File: src/rtl/pipeline_ctrl_pkg.sv
// Shared pipeline-control definitions for the decode stage, pipeline buffers and
// the hazard/stall controller.
package pipeline_ctrl_pkg;

    localparam int unsigned REG_ADDR_W  = 3;
    localparam int unsigned MEM_LATENCY = 5;

    typedef enum logic {
        RUN      = 1'b0,
        MEM_WAIT = 1'b1
    } state_e;

endpackage

File: src/rtl/load_use_detector.sv
// Flags an ID-stage instruction that reads the register a load in EX has not
// yet fetched from memory.
module load_use_detector #(
    parameter int unsigned REG_ADDR_W = pipeline_ctrl_pkg::REG_ADDR_W
) (
    input  logic [REG_ADDR_W-1:0] id_src_addr,
    input  logic [REG_ADDR_W-1:0] id_dst_addr,
    input  logic                  id_uses_src,
    input  logic                  id_uses_dst,
    input  logic                  ex_mem_read,
    input  logic                  ex_write_back,
    input  logic [REG_ADDR_W-1:0] ex_write_addr,
    output logic                  hazard
);

    logic src_match;
    logic dst_match;

    assign src_match = id_uses_src && (id_src_addr == ex_write_addr);
    assign dst_match = id_uses_dst && (id_dst_addr == ex_write_addr);
    assign hazard    = ex_mem_read && ex_write_back && (src_match || dst_match);

endmodule

File: src/rtl/hazard_stall_controller.sv
// Pipeline sequencing controller: load-use bubbles, branch flushes, data-memory
// freezes, buffer enables and a saturating stall-cycle counter.
module hazard_stall_controller #(
    parameter int unsigned REG_ADDR_W  = pipeline_ctrl_pkg::REG_ADDR_W,
    parameter int unsigned MEM_LATENCY = pipeline_ctrl_pkg::MEM_LATENCY,
    parameter int unsigned STALL_CNT_W = 16
) (
    input  logic                   clk,
    input  logic                   rst,
    input  logic [REG_ADDR_W-1:0]  id_src_addr,
    input  logic [REG_ADDR_W-1:0]  id_dst_addr,
    input  logic                   id_uses_src,
    input  logic                   id_uses_dst,
    input  logic                   ex_mem_read,
    input  logic                   ex_write_back,
    input  logic [REG_ADDR_W-1:0]  ex_write_addr,
    input  logic                   branch_taken,
    input  logic                   mem_req,
    output logic                   pc_write,
    output logic                   ifid_write,
    output logic                   ifid_flush,
    output logic                   idex_write,
    output logic                   idex_bubble,
    output logic                   exmem_write,
    output logic                   memwb_bubble,
    output logic                   busy,
    output logic [STALL_CNT_W-1:0] stall_cycles
);

    import pipeline_ctrl_pkg::state_e;
    import pipeline_ctrl_pkg::RUN;
    import pipeline_ctrl_pkg::MEM_WAIT;

    localparam int unsigned CNT_W    = $clog2(MEM_LATENCY) + 1;
    localparam bit          MEM_EN   = (MEM_LATENCY > 1);
    localparam bit          MEM_LONG = (MEM_LATENCY > 2);
    localparam logic [CNT_W-1:0] CNT_INIT = CNT_W'((MEM_LATENCY > 1) ? MEM_LATENCY - 2 : 0);
    localparam logic [CNT_W-1:0] CNT_ONE  = CNT_W'(1);
    localparam logic [STALL_CNT_W-1:0] STALL_ONE = STALL_CNT_W'(1);

    state_e                 state;
    logic [CNT_W-1:0]       cnt;
    logic                   mem_done;
    logic [STALL_CNT_W-1:0] stall_cnt;
    logic                   hazard;
    logic                   freeze_start;

    load_use_detector #(
        .REG_ADDR_W (REG_ADDR_W)
    ) u_load_use_detector (
        .id_src_addr   (id_src_addr),
        .id_dst_addr   (id_dst_addr),
        .id_uses_src   (id_uses_src),
        .id_uses_dst   (id_uses_dst),
        .ex_mem_read   (ex_mem_read),
        .ex_write_back (ex_write_back),
        .ex_write_addr (ex_write_addr),
        .hazard        (hazard)
    );

    always_comb begin
        freeze_start = 1'b0;
        pc_write     = 1'b1;
        ifid_write   = 1'b1;
        ifid_flush   = 1'b0;
        idex_write   = 1'b1;
        idex_bubble  = 1'b0;
        exmem_write  = 1'b1;
        memwb_bubble = 1'b0;
        busy         = 1'b0;
        if (rst) begin
            pc_write     = 1'b0;
            ifid_write   = 1'b0;
            ifid_flush   = 1'b1;
            idex_write   = 1'b0;
            idex_bubble  = 1'b1;
            exmem_write  = 1'b0;
            memwb_bubble = 1'b1;
        end else if (state == MEM_WAIT || (mem_req && !mem_done && MEM_EN)) begin
            // Whole-pipeline freeze; only MEM/WB is fed a NOP.
            freeze_start = (state == RUN);
            busy         = (state == MEM_WAIT);
            pc_write     = 1'b0;
            ifid_write   = 1'b0;
            idex_write   = 1'b0;
            exmem_write  = 1'b0;
            memwb_bubble = 1'b1;
        end else if (branch_taken) begin
            ifid_flush  = 1'b1;
            idex_bubble = 1'b1;
        end else if (hazard) begin
            pc_write    = 1'b0;
            ifid_write  = 1'b0;
            idex_bubble = 1'b1;
        end
    end

    always_ff @(posedge clk or posedge rst) begin
        if (rst) begin
            state     <= RUN;
            cnt       <= '0;
            mem_done  <= 1'b0;
            stall_cnt <= '0;
        end else begin
            mem_done <= 1'b0;
            if (!pc_write && !(&stall_cnt)) begin
                stall_cnt <= stall_cnt + STALL_ONE;
            end
            case (state)
                RUN: begin
                    if (freeze_start) begin
                        cnt <= CNT_INIT;
                        if (MEM_LONG) begin
                            state <= MEM_WAIT;
                        end else begin
                            mem_done <= 1'b1;
                        end
                    end
                end
                MEM_WAIT: begin
                    // Last freeze cycle: the next RUN cycle lets the access retire.
                    if (cnt == CNT_ONE) begin
                        state    <= RUN;
                        mem_done <= 1'b1;
                    end else begin
                        cnt <= cnt - CNT_ONE;
                    end
                end
                default: state <= RUN;
            endcase
        end
    end

    assign stall_cycles = stall_cnt;

endmodule

File: config.mk
export PLATFORM = sky130hd
export DESIGN_NAME = hazard_stall_controller
export DESIGN_NICKNAME = d
export VERILOG_FILES = /design/src/rtl/pipeline_ctrl_pkg.sv /design/src/rtl/load_use_detector.sv /design/src/rtl/hazard_stall_controller.sv
export SDC_FILE = /design/constraint.sdc
export NUM_CORES = 1
export LEC_CHECK = 0
export ABC_AREA = 1
export CORE_UTILIZATION = 25
export CTS_BUF_LIST = sky130_fd_sc_hd__clkbuf_4 sky130_fd_sc_hd__clkbuf_8 sky130_fd_sc_hd__clkbuf_16
export CTS_CLUSTER_SIZE = 24
export DETAILED_ROUTE_END_ITERATION = 16
export PLACE_DENSITY_LB_ADDON = 0.05
export SLEW_MARGIN = 20
export SYNTH_ARGS = -nofsm -noshare
export SYNTH_HDL_FRONTEND = slang
export SYNTH_SLANG_ARGS = --single-unit
File: constraint.sdc
create_clock -name clk -period 1.5 [get_ports clk]
set_input_delay 0.3 -clock clk [delete_from_list [all_inputs] [get_ports clk]]
set_output_delay 0.3 -clock clk [all_outputs]
set_load 0.01 [all_outputs]
==> results list, run 1 <==
- The flow ran to the end, but the final reports show violations.
* Violations in the final reports: setup timing
* Fmax: 627 MHz
* Setup TNS: -1180 ps
- Worst Reg-to-Reg Cells: 9
- STA puts the critical path data arrival time at 1290 ps.
- IR Drop Worst-Case VDD: 591 µV
- Peak fanout along the critical path: 2
- Slew Limit Headroom: 0.795
- Maximum count of clock buffers along a single path: 2
- Across every metal layer, demand over resource in global routing totals 0.143.
* Reg2Reg Capture Point: stall_cycles[4]
* Router iterations before antenna repair: 4
* TritonCTS clock tree: yes
- Counting I/O delays and the setup requirement, the final critical path takes 1590 ps.
- The number of antenna violations at the first check in global routing came to 0.
- Remaining antenna violation count: 0
* Worst path setup slack after routing: -94.4 ps
- Kind of path behind the tightest hold check: in -> async
- Iteration-0 DRC Markers: 41
* Yosys warning count: 0
- Average routed wire per standard cell: 11.1 µm
- Of the synthesized area, sequential elements account for 0.373.
- Relative to the synthesized area, the layout overhead comes to 68.4%.
- CTS placed an instance of clkbuf_8 at the clock tree root.
* Ratio of total power to cell area: 1170 mW/mm²
- For this design the static power due to leakage is 1.36 nW.
- # hold bufs at CTS: 0
* Total I/O pin count: 41
- The final route contains 1,541 vias.
- Remaining design rule violation count: 0
* Weighted congestion at the end of routability-driven global placement: 0.754
* Mapped Avg Cell Area: 6.96 µm²
- Total count of max-transition violations in the final report: 0
- Die ar.: 0.00621 mm²
- Cell area after layout: 0.00248 mm²
- The startpoint identified for the worst register-to-register timing path is stall_cycles[1].
- Grt total ovfl: 0
* Net count after synthesis: 232
- DR vias/cell: 4.19
- Seq cells post-synth: 22
* Cell area after technology mapping: 0.00148 mm²
* HPWL Detailed: 2.97 mm
- Entering global routing, the biggest net connects 23 pins.
* Startpoint type of the worst setup path: flip-flop
* Global-route wire length before repair: 7.11 mm
- In this run the number of H-tree levels came out at 1.
- Skew-Pair Late Insertion Delay: 270 ps
- Final worst-path cycle share: 1.06
- Setup-failing EPs final: 20
- Post-layout nets: 317
- Clock-pin slew was measured on the worst setup and hold paths at 90 ps.
- Once layout is complete, the cells apart from fillers number 368.
* Area post-placement: 0.00223 mm²
* # diodes: 0
- The via count of the first global-routing pass came to 1,576.
- For this configuration, the core starts out at a cell density of 0.263.
- The completed layout was analyzed and its total power is 2.90 mW.
- Worst reg2reg setup slack: -70 ps
- Final clock skew: 12.7 ps
- Number of hold violations in the final report: 0
- Placement Rows: 27
- The critical path is of the reg -> out type.
- CTS saw 22 sinks.
- Across all hold checks on the routed design, the worst slack comes to 404 ps.
* Core utilization of the finished layout: 0.443
- Prior to clock tree synthesis, the placed netlist has a worst setup slack of -739 ps.
- Cell total after placement: 356
- Die Height: 78.8 µm
- Core area: 0.00561 mm²
- Max cap viols: 0
- Number of I/O port buffers: 40
- The final layout contains routed wiring with a total length of 4.10 mm.
- The die is 78.8 µm wide.
- STA classifies the critical path endpoint as a primary output.
- Crit path required time: 1200 ps
- Count of different cell masters after synthesis: 21
* Unrepaired setup endpoints after global routing: yes
- Actual transition at the worst max-transition pin: 307 ps
- In the final layout, the share of cells above drive strength 1 is 0.351.
* Number of buffers inserted during clock tree synthesis: 3
* Synthesized instance count: 212
[worst max-delay path by stage]
stage | startpoint | endpoint | slack (ps) | depth (start not counted)
after floorplan | stall_cycles[1] | stall_cycles[0] | -160 | 9
after global placement | ex_write_addr[0] | ifid_write | -720 | 11
after detailed placement | ex_write_addr[1] | ifid_write | -740 | 11
after CTS | state | ifid_write | -110 | 7
after global routing | state | ifid_write | -180 | 7
final | state | ifid_write | -90 | 7
[cells in the final DEF (no fill, tap or decap), types with 2 or more instances in the layout]
master	synthesis	final
a21oi_1	3	2
buf_2	2	4
buf_4	2	38
buf_6	1	13
clkbuf_8	0	3
clkdlybuf4s15_1	0	6
clkdlybuf4s50_1	0	5
dfrtp_1	22	19
dfrtp_2	0	3
dlygate4sd2_1	0	14
dlymetal6s2s_1	0	4
ha_1	3	2
inv_1	29	21
inv_2	0	6
nand2_1	74	70
nand2_2	1	3
nand2_4	1	2
nand3_1	24	7
nand3_2	0	17
nand4_1	3	3
nor2_1	20	19
nor2_4	1	2
nor3_1	5	5
o21ai_0	5	4
xnor2_2	0	2
xor2_1	11	11
[layer usage]
layer | wire [µm] | track usage
met1 | 2030 | 0.198
met2 | 1880 | 0.237
met3 | 169 | 0.0253
met4 | 15 | 0.0218
met5 | 0 | 0
[registers in the layout (all words and copies together) (netlist names)]
| register | flops |
|---|---|
| state | 1 |
| mem_done | 1 |
| cnt | 4 |
| stall_cycles | 16 |
[power breakdown]
group	switching (mW)	internal, mW
Combinational	0.800	0.794
Sequential	0.120	0.768
Clock	0.210	0.208
Total	1.13	1.77
[area by class of cell]
class	count	area (µm²)
Fill cell	615	3120
Timing Repair Buffer	85	739
Tap cell	72	90.1
Clock buffer	4	48.8
Sequential cell	22	554
Multi-Input combinational cell	156	936
Inverter	29	115
[worst max-delay path, cell delays in order (launching register included)]
cell and delay [ps]:
dfrtp_1 400, a21oi_2 140, inv_2 70, nor2_4 100, buf_6 110, nand2_4 60, inv_4 60, buf_6 90
[cell usage after synthesis]
master | instances | area share
a21oi_1 | 3 | 0.010
a31o_2 | 1 | 0.0059
buf_2 | 2 | 0.0068
buf_4 | 2 | 0.010
buf_6 | 1 | 0.0076
dfrtp_1 | 22 | 0.37
ha_1 | 3 | 0.025
inv_1 | 29 | 0.074
nand2_1 | 74 | 0.19
nand2_2 | 1 | 0.0042
nand2_4 | 1 | 0.0076
nand3_1 | 24 | 0.081
nand3_4 | 1 | 0.012
nand4_1 | 3 | 0.013
nor2_1 | 20 | 0.051
nor2_4 | 1 | 0.0076
nor3_1 | 5 | 0.017
nor3_4 | 1 | 0.011
o21ai_0 | 5 | 0.017
xnor2_1 | 2 | 0.012
xor2_1 | 11 | 0.065
[kinds of logic (layout without fill, tap and decap cells)]
group,after synthesis,in the layout,share of synthesized area
buffers and inverters,34,118,0.0984
flip-flops,22,22,0.373
AND/OR/NAND/NOR,131,131,0.393
XOR/XNOR,13,13,0.0772
adder cells (fa/ha/maj),3,3,0.0254
AO/OA/AOI/OAI,9,9,0.0331
[what timing repair did]
action / 4_1_cts / 5_1_grt
gates cloned: 0 / 0
setup buffers: 9 / 0
setup endpoints to repair: 42 / 29
endpoints found under the hold margin: 0 / 0
gates resized for setup: 100 / 23
pin swaps: 32 / 7
(Power assumes the default switching activity.)
==> run 2, diff against run 1 <==
Settings changed: HOLD_SLACK_MARGIN from default to 0.02.
==> results of run 2 <==
No change in the layout: final DEF, timing and power equal those of run 1.
==> RTL change 1 (flow settings as in run 1) <==
Set the package constant `MEM_LATENCY` to 10 (it was 5).
--- a/src/rtl/pipeline_ctrl_pkg.sv
+++ b/src/rtl/pipeline_ctrl_pkg.sv
@@ -4,5 +4,5 @@
 
     localparam int unsigned REG_ADDR_W  = 3;
-    localparam int unsigned MEM_LATENCY = 5;
+    localparam int unsigned MEM_LATENCY = 10;
 
     typedef enum logic {
Check against the original RTL: not equivalent (Yosys sat finds a counterexample within 10 cycles, from zero or initial values and one cycle with rst high).
==> RTL change 1 against run 1 <==
  * The run still ends with negative setup slack left
  * Synthesized area grew 2.5%
  * Wire length shrank 3.8%
  * Die area increased by 2.4%
  * Synthesized cell count increased by 2.4%
  * Fmax fell by 1.6%
  * First-iteration DRC count grew 9.8%
  * Sequential cell count up 1
  * Power shrank 2.4%
  * Non-clock buffer count is 6 lower
  * Setup slack got worse by 0.026 ns
  * Cell area fell by 4.0%
  * Largest cell class unchanged
  * Largest power group unchanged
  * Highest routed layer unchanged
==> RTL change 1: results (changes against run 1) <==
Final layout
  – Multi-input gate area: 872.1 um^2 (-6.8%)
  – Fin nets: 316 (-0.32%)
  – Fill cells: 594 (-3.4%)

Timing
  – Hold_ws: 0.2905 ns (-0.1133 ns)
  – Final Worst Setup Slack: -0.1208 ns (-0.02632 ns)
  – Clock skew: 0.005103 ns (-0.007603 ns)
  – Final setup fails: 18 (-10%)
  – Worst-Margin Slew: 0.3228 ns (+0.01546 ns)

Placement
  – DP HPWL: 2918 um (-1.8%)
  – Cell Area, Placed: 2196 um^2 (-1.6%)
  – RD Place Congestion: 0.6767 (-10%)

Global route
  – M2 GR Usage: 0.2265 (-0.01003)
  – Vias in the first global route: 1477 (-6.3%)
  – First-pass GRT wire length: 6872 um (-3.3%)
  – GRT Overall Usage: 0.1382 (-0.005042)
  – Pin count of the biggest net entering global routing: 19 (-17%)
  – Met3 Usage GRT: 0.02514 (-0.0001445)
  – GRT met1 Usage: 0.1895 (-0.008827)

Route
  – Avg WL per Cell: 10.73 um (-3.6%)
  – Vias per cell: 4.095 (-2.2%)

Power
  – Leak: 1.393 nW (+2.5%)
  – Maximum VDD drop: 0.5484 mV (-7.2%)

Yosys
  – Synth top area cells: dfrtp_1, nand2_1, nand3_1
  – Mapped Nets: 237 (+2.2%)
  – Synth Area in Adders: 0.02483 (-0.0006109)
  – Synth unique cells: 25 (+19%)
  – Synth Area in Compound Gates: 0.02401 (-0.009072)
  – Xor-xnor portion of the synthesized cell area: 0.07533 (-0.001853)
  – Sequential fraction of the synthesis area: 0.3808 (+0.007597)

Outcome
  – Outcome: complete, but fails checks
  – Failing checks: negative setup slack

Setup path
  – CP Max Fanout: 5 (+3)
[RTL change 1: final timing paths]
check                                  from          endpoint  cells past startpoint
max                         stall_cycles[0]  stall_cycles[13]                      9
min                                     rst  stall_cycles[15]                      3
max reg2reg                 stall_cycles[0]  stall_cycles[13]                      9
min reg2reg                stall_cycles[15]  stall_cycles[15]                      2
max in group asynchronous               rst  stall_cycles[14]                      3
min in group clk           stall_cycles[15]  stall_cycles[15]                      2
[RTL change 1: cells by family (layout without fill, tap and decap cells)]
family | after synthesis | after routing
buffers and inverters | 35 | 113
AOI/OAI and AO/OA | 7 | 7
xor gates and xnor gates | 13 | 13
adders and majority gates | 3 | 3
DFF | 23 | 23
and+or+nand+nor | 136 | 136
[RTL change 1: final cells by class]
class | instances | share of cell area
clock buffers | 3 | 0.01732
clock inverters | 1 | 0.002100
inverters | 30 | 0.04829
multi-input cells | 159 | 0.3659
flip-flops and latches | 23 | 0.2415
well taps | 72 | 0.03780
repair buffers | 79 | 0.2871
[RTL change 1: through the flow]
step | instances | setup TNS [ns] | power (W)
2_1_floorplan | 217 | -2.590 | 0.001672
3_3_place_gp | 352 | -14.35 | 0.002354
3_5_place_dp | 352 | -14.18 | 0.002353
4_1_cts | 364 | -1.980 | 0.002780
5_1_grt | 367 | -3.702 | 0.003087
6_report | 367 | -1.669 | 0.002832
[RTL change 1: per-layer routing]
| layer | routed length (um) | vias up | share of wire |
|---|---|---|---|
| met1 | 1983 | 660 | 0.50 |
| met4 | 23 | 0 | 0.0058 |
| li1 | - | 819 | - |
| met2 | 1802 | 22 | 0.46 |
| met5 | 0 | - | 0 |
| met3 | 130 | 2 | 0.033 |
[RTL change 1: power by group]
group | switching [W] | internal (W) | total [W]
Clock | 0.000221 | 0.000186 | 0.000407
Combinational | 0.000751 | 0.000749 | 0.00150
Sequential | 0.000124 | 0.000801 | 0.000925
[RTL change 1: critical path, cell delays in order (launching register included)]
cell and delay, ns:
dfrtp_1 0.37, ha_2 0.22, nand3_4 0.09, nor3_4 0.20, nand3b_4 0.12, nor2_4 0.12
nand2_4 0.09, buf_4 0.17, nand3_1 0.09, nand2_1 0.06
[RTL change 1: repair_timing]
action	in CTS	in global routing
gates resized for setup	80	45
pin swaps	13	21
setup buffers	8	5
setup endpoints to repair	39	32
==> RTL change 2 (config.mk and constraints of run 1) <==
Made on the original files. Reset style: synchronous (`rst`), changed in one clocked block.
--- a/src/rtl/hazard_stall_controller.sv
+++ b/src/rtl/hazard_stall_controller.sv
@@ -96,5 +96,5 @@
     end
 
-    always_ff @(posedge clk or posedge rst) begin
+    always_ff @(posedge clk) begin
         if (rst) begin
             state     <= RUN;
Behaviour: differs if rst is asserted again (counterexample within 4 cycles, from zero or initial values and one cycle with rst high); with rst held inactive, the same outputs for 10 cycles.
==> RTL change 2 against run 1 <==
  * The flow still finishes with violations (negative setup slack)
  * Clock skew down 0.0084 ns
  * Cell area decreased by 3.0%
  * Non-clock buffer count is 7 lower
  * Synthesized area fell by 1.7%
  * Final cell count fell by 0.27%
  * Largest cell class unchanged
  * Fmax up 5.3%
  * Sequential cell count did not move
  * Wire length increased by 4.3%
  * Setup slack gained 0.080 ns
Power is not compared: it rests on default switching activity, and its combinational part moved more than twofold at a synthesized area within 25%.
==> RTL change 2: results (changes against run 1) <==
Global route
  – Pin count of the biggest net entering global routing: 20 (-13%)
  – GRT Overall Usage: 0.1385 (-0.004665)
  – First-pass GRT wire length: 6727 um (-5.3%)

Outcome
  – Outcome: complete, but fails checks
  – Failing checks: negative setup slack

Placement
  – Cell Area, Placed: 2123 um^2 (-4.9%)
  – Pre-CTS setup slack: -0.7582 ns (-0.01941 ns)
  – RD Place Congestion: 0.8110 (+7.6%)
  – Placed cells: 354 (-0.56%)
  – DP HPWL: 2981 um (+0.30%)

Yosys
  – Sequential fraction of the synthesis area: 0.3037 (-0.06949)
  – Most frequent cells after synthesis: nand2_1, inv_1, dfxtp_1, nand3_1, a21oi_1
  – Synth top area cells: dfxtp_1, nand2_1, nand3_1
  – Main flop type after synthesis: dfxtp_1
  – Cell count after synthesis: 220 (+3.8%)
  – Synth async-reset ratio: 0 (-1.000)

Timing
  – Clock skew: 0.004326 ns (-0.008380 ns)
  – Final setup fails: 3 (-85%)
  – Setup_tns: -0.03043 ns (+1.152 ns)
  – Worst-Margin Slew: 0.2861 ns (-0.02128 ns)
  – Final Worst Setup Slack: -0.01434 ns (+0.08010 ns)

Final layout
  – Fill cells: 620 (+0.81%)
  – Fraction of layout cells with a size suffix above 1: 0.4000 (+0.04865)
  – Fin nets: 316 (-0.32%)

Route
  – Avg WL per Cell: 11.64 um (+4.6%)
  – Vias per cell: 4.357 (+4.0%)
  – Drt first-iter violations: 72 (+76%)
  – DR vias: 1599 (+3.8%)

Clock tree
  – # resized after CTS: 95 (-5.0%)
  – Post-CTS setup buffers: 4 (-5)

Setup path
  – Arr. time, crit path: 1.21 ns (-0.08 ns)
## RTL change 2: changes by cell type after synthesis, moves of 5 or more
cell and delta:
xor2_1 -5, dfxtp_1 +22, nand2_1 -12, nor2_1 -5, a21oi_1 +17, dfrtp_1 -22
## RTL change 2: worst paths after layout
check | cells past startpoint | end | slack (ns) | startpoint
worst min-delay path | 2 | cnt[3] | 0.49 | cnt[3]
worst max register to register | 8 | stall_cycles[0] | 0 | stall_cycles[1]
worst max-delay path | 6 | ifid_write | -0.01 | branch_taken
worst min register to register | 2 | cnt[3] | 0.49 | cnt[3]
## RTL change 2: area by class of cell
cell class / instances / area share
Multi-Input combinational cell: 160 / 0.4270
Tap cell: 72 / 0.03740
Inverter: 31 / 0.04935
Timing Repair Buffer: 78 / 0.2665
Clock inverter: 1 / 0.01247
Sequential cell: 22 / 0.1901
Clock buffer: 3 / 0.01714
## RTL change 2: where the power goes
part	internal, W	leakage, nW	switching, W	total (W)
clock	0.000357	0.0357	0.000218	0.000575
combinational	0.000160	1.01	0.000178	0.000338
sequential	0.000609	0.184	0.0000194	0.000629
## RTL change 2: critical path, cell delays in order
cell and delay (ns):
clkdlybuf4s50_1 0.45, inv_1 0.12, nand3_2 0.10, nand2_4 0.09, inv_4 0.04, buf_6 0.11
## RTL change 2: cell families (layout without fill, tap and decap cells)
logic type	Yosys count	in the layout	synth area share
buffers and inverters	39	113	0.1251
adders and majority gates	3	3	0.02589
and+or+nand+nor	121	122	0.3995
xor gates and xnor gates	8	8	0.04832
AOI/OAI and AO/OA	27	27	0.09750
DFF	22	22	0.3037
## RTL change 2: per-layer routing
layer	vias up	wire length (um)	track usage
met5	-	0	0
met4	0	27	0.03889
met3	2	110	0.01744
met2	23	2049	0.2351
met1	716	2084	0.1830
li1	858	-	-
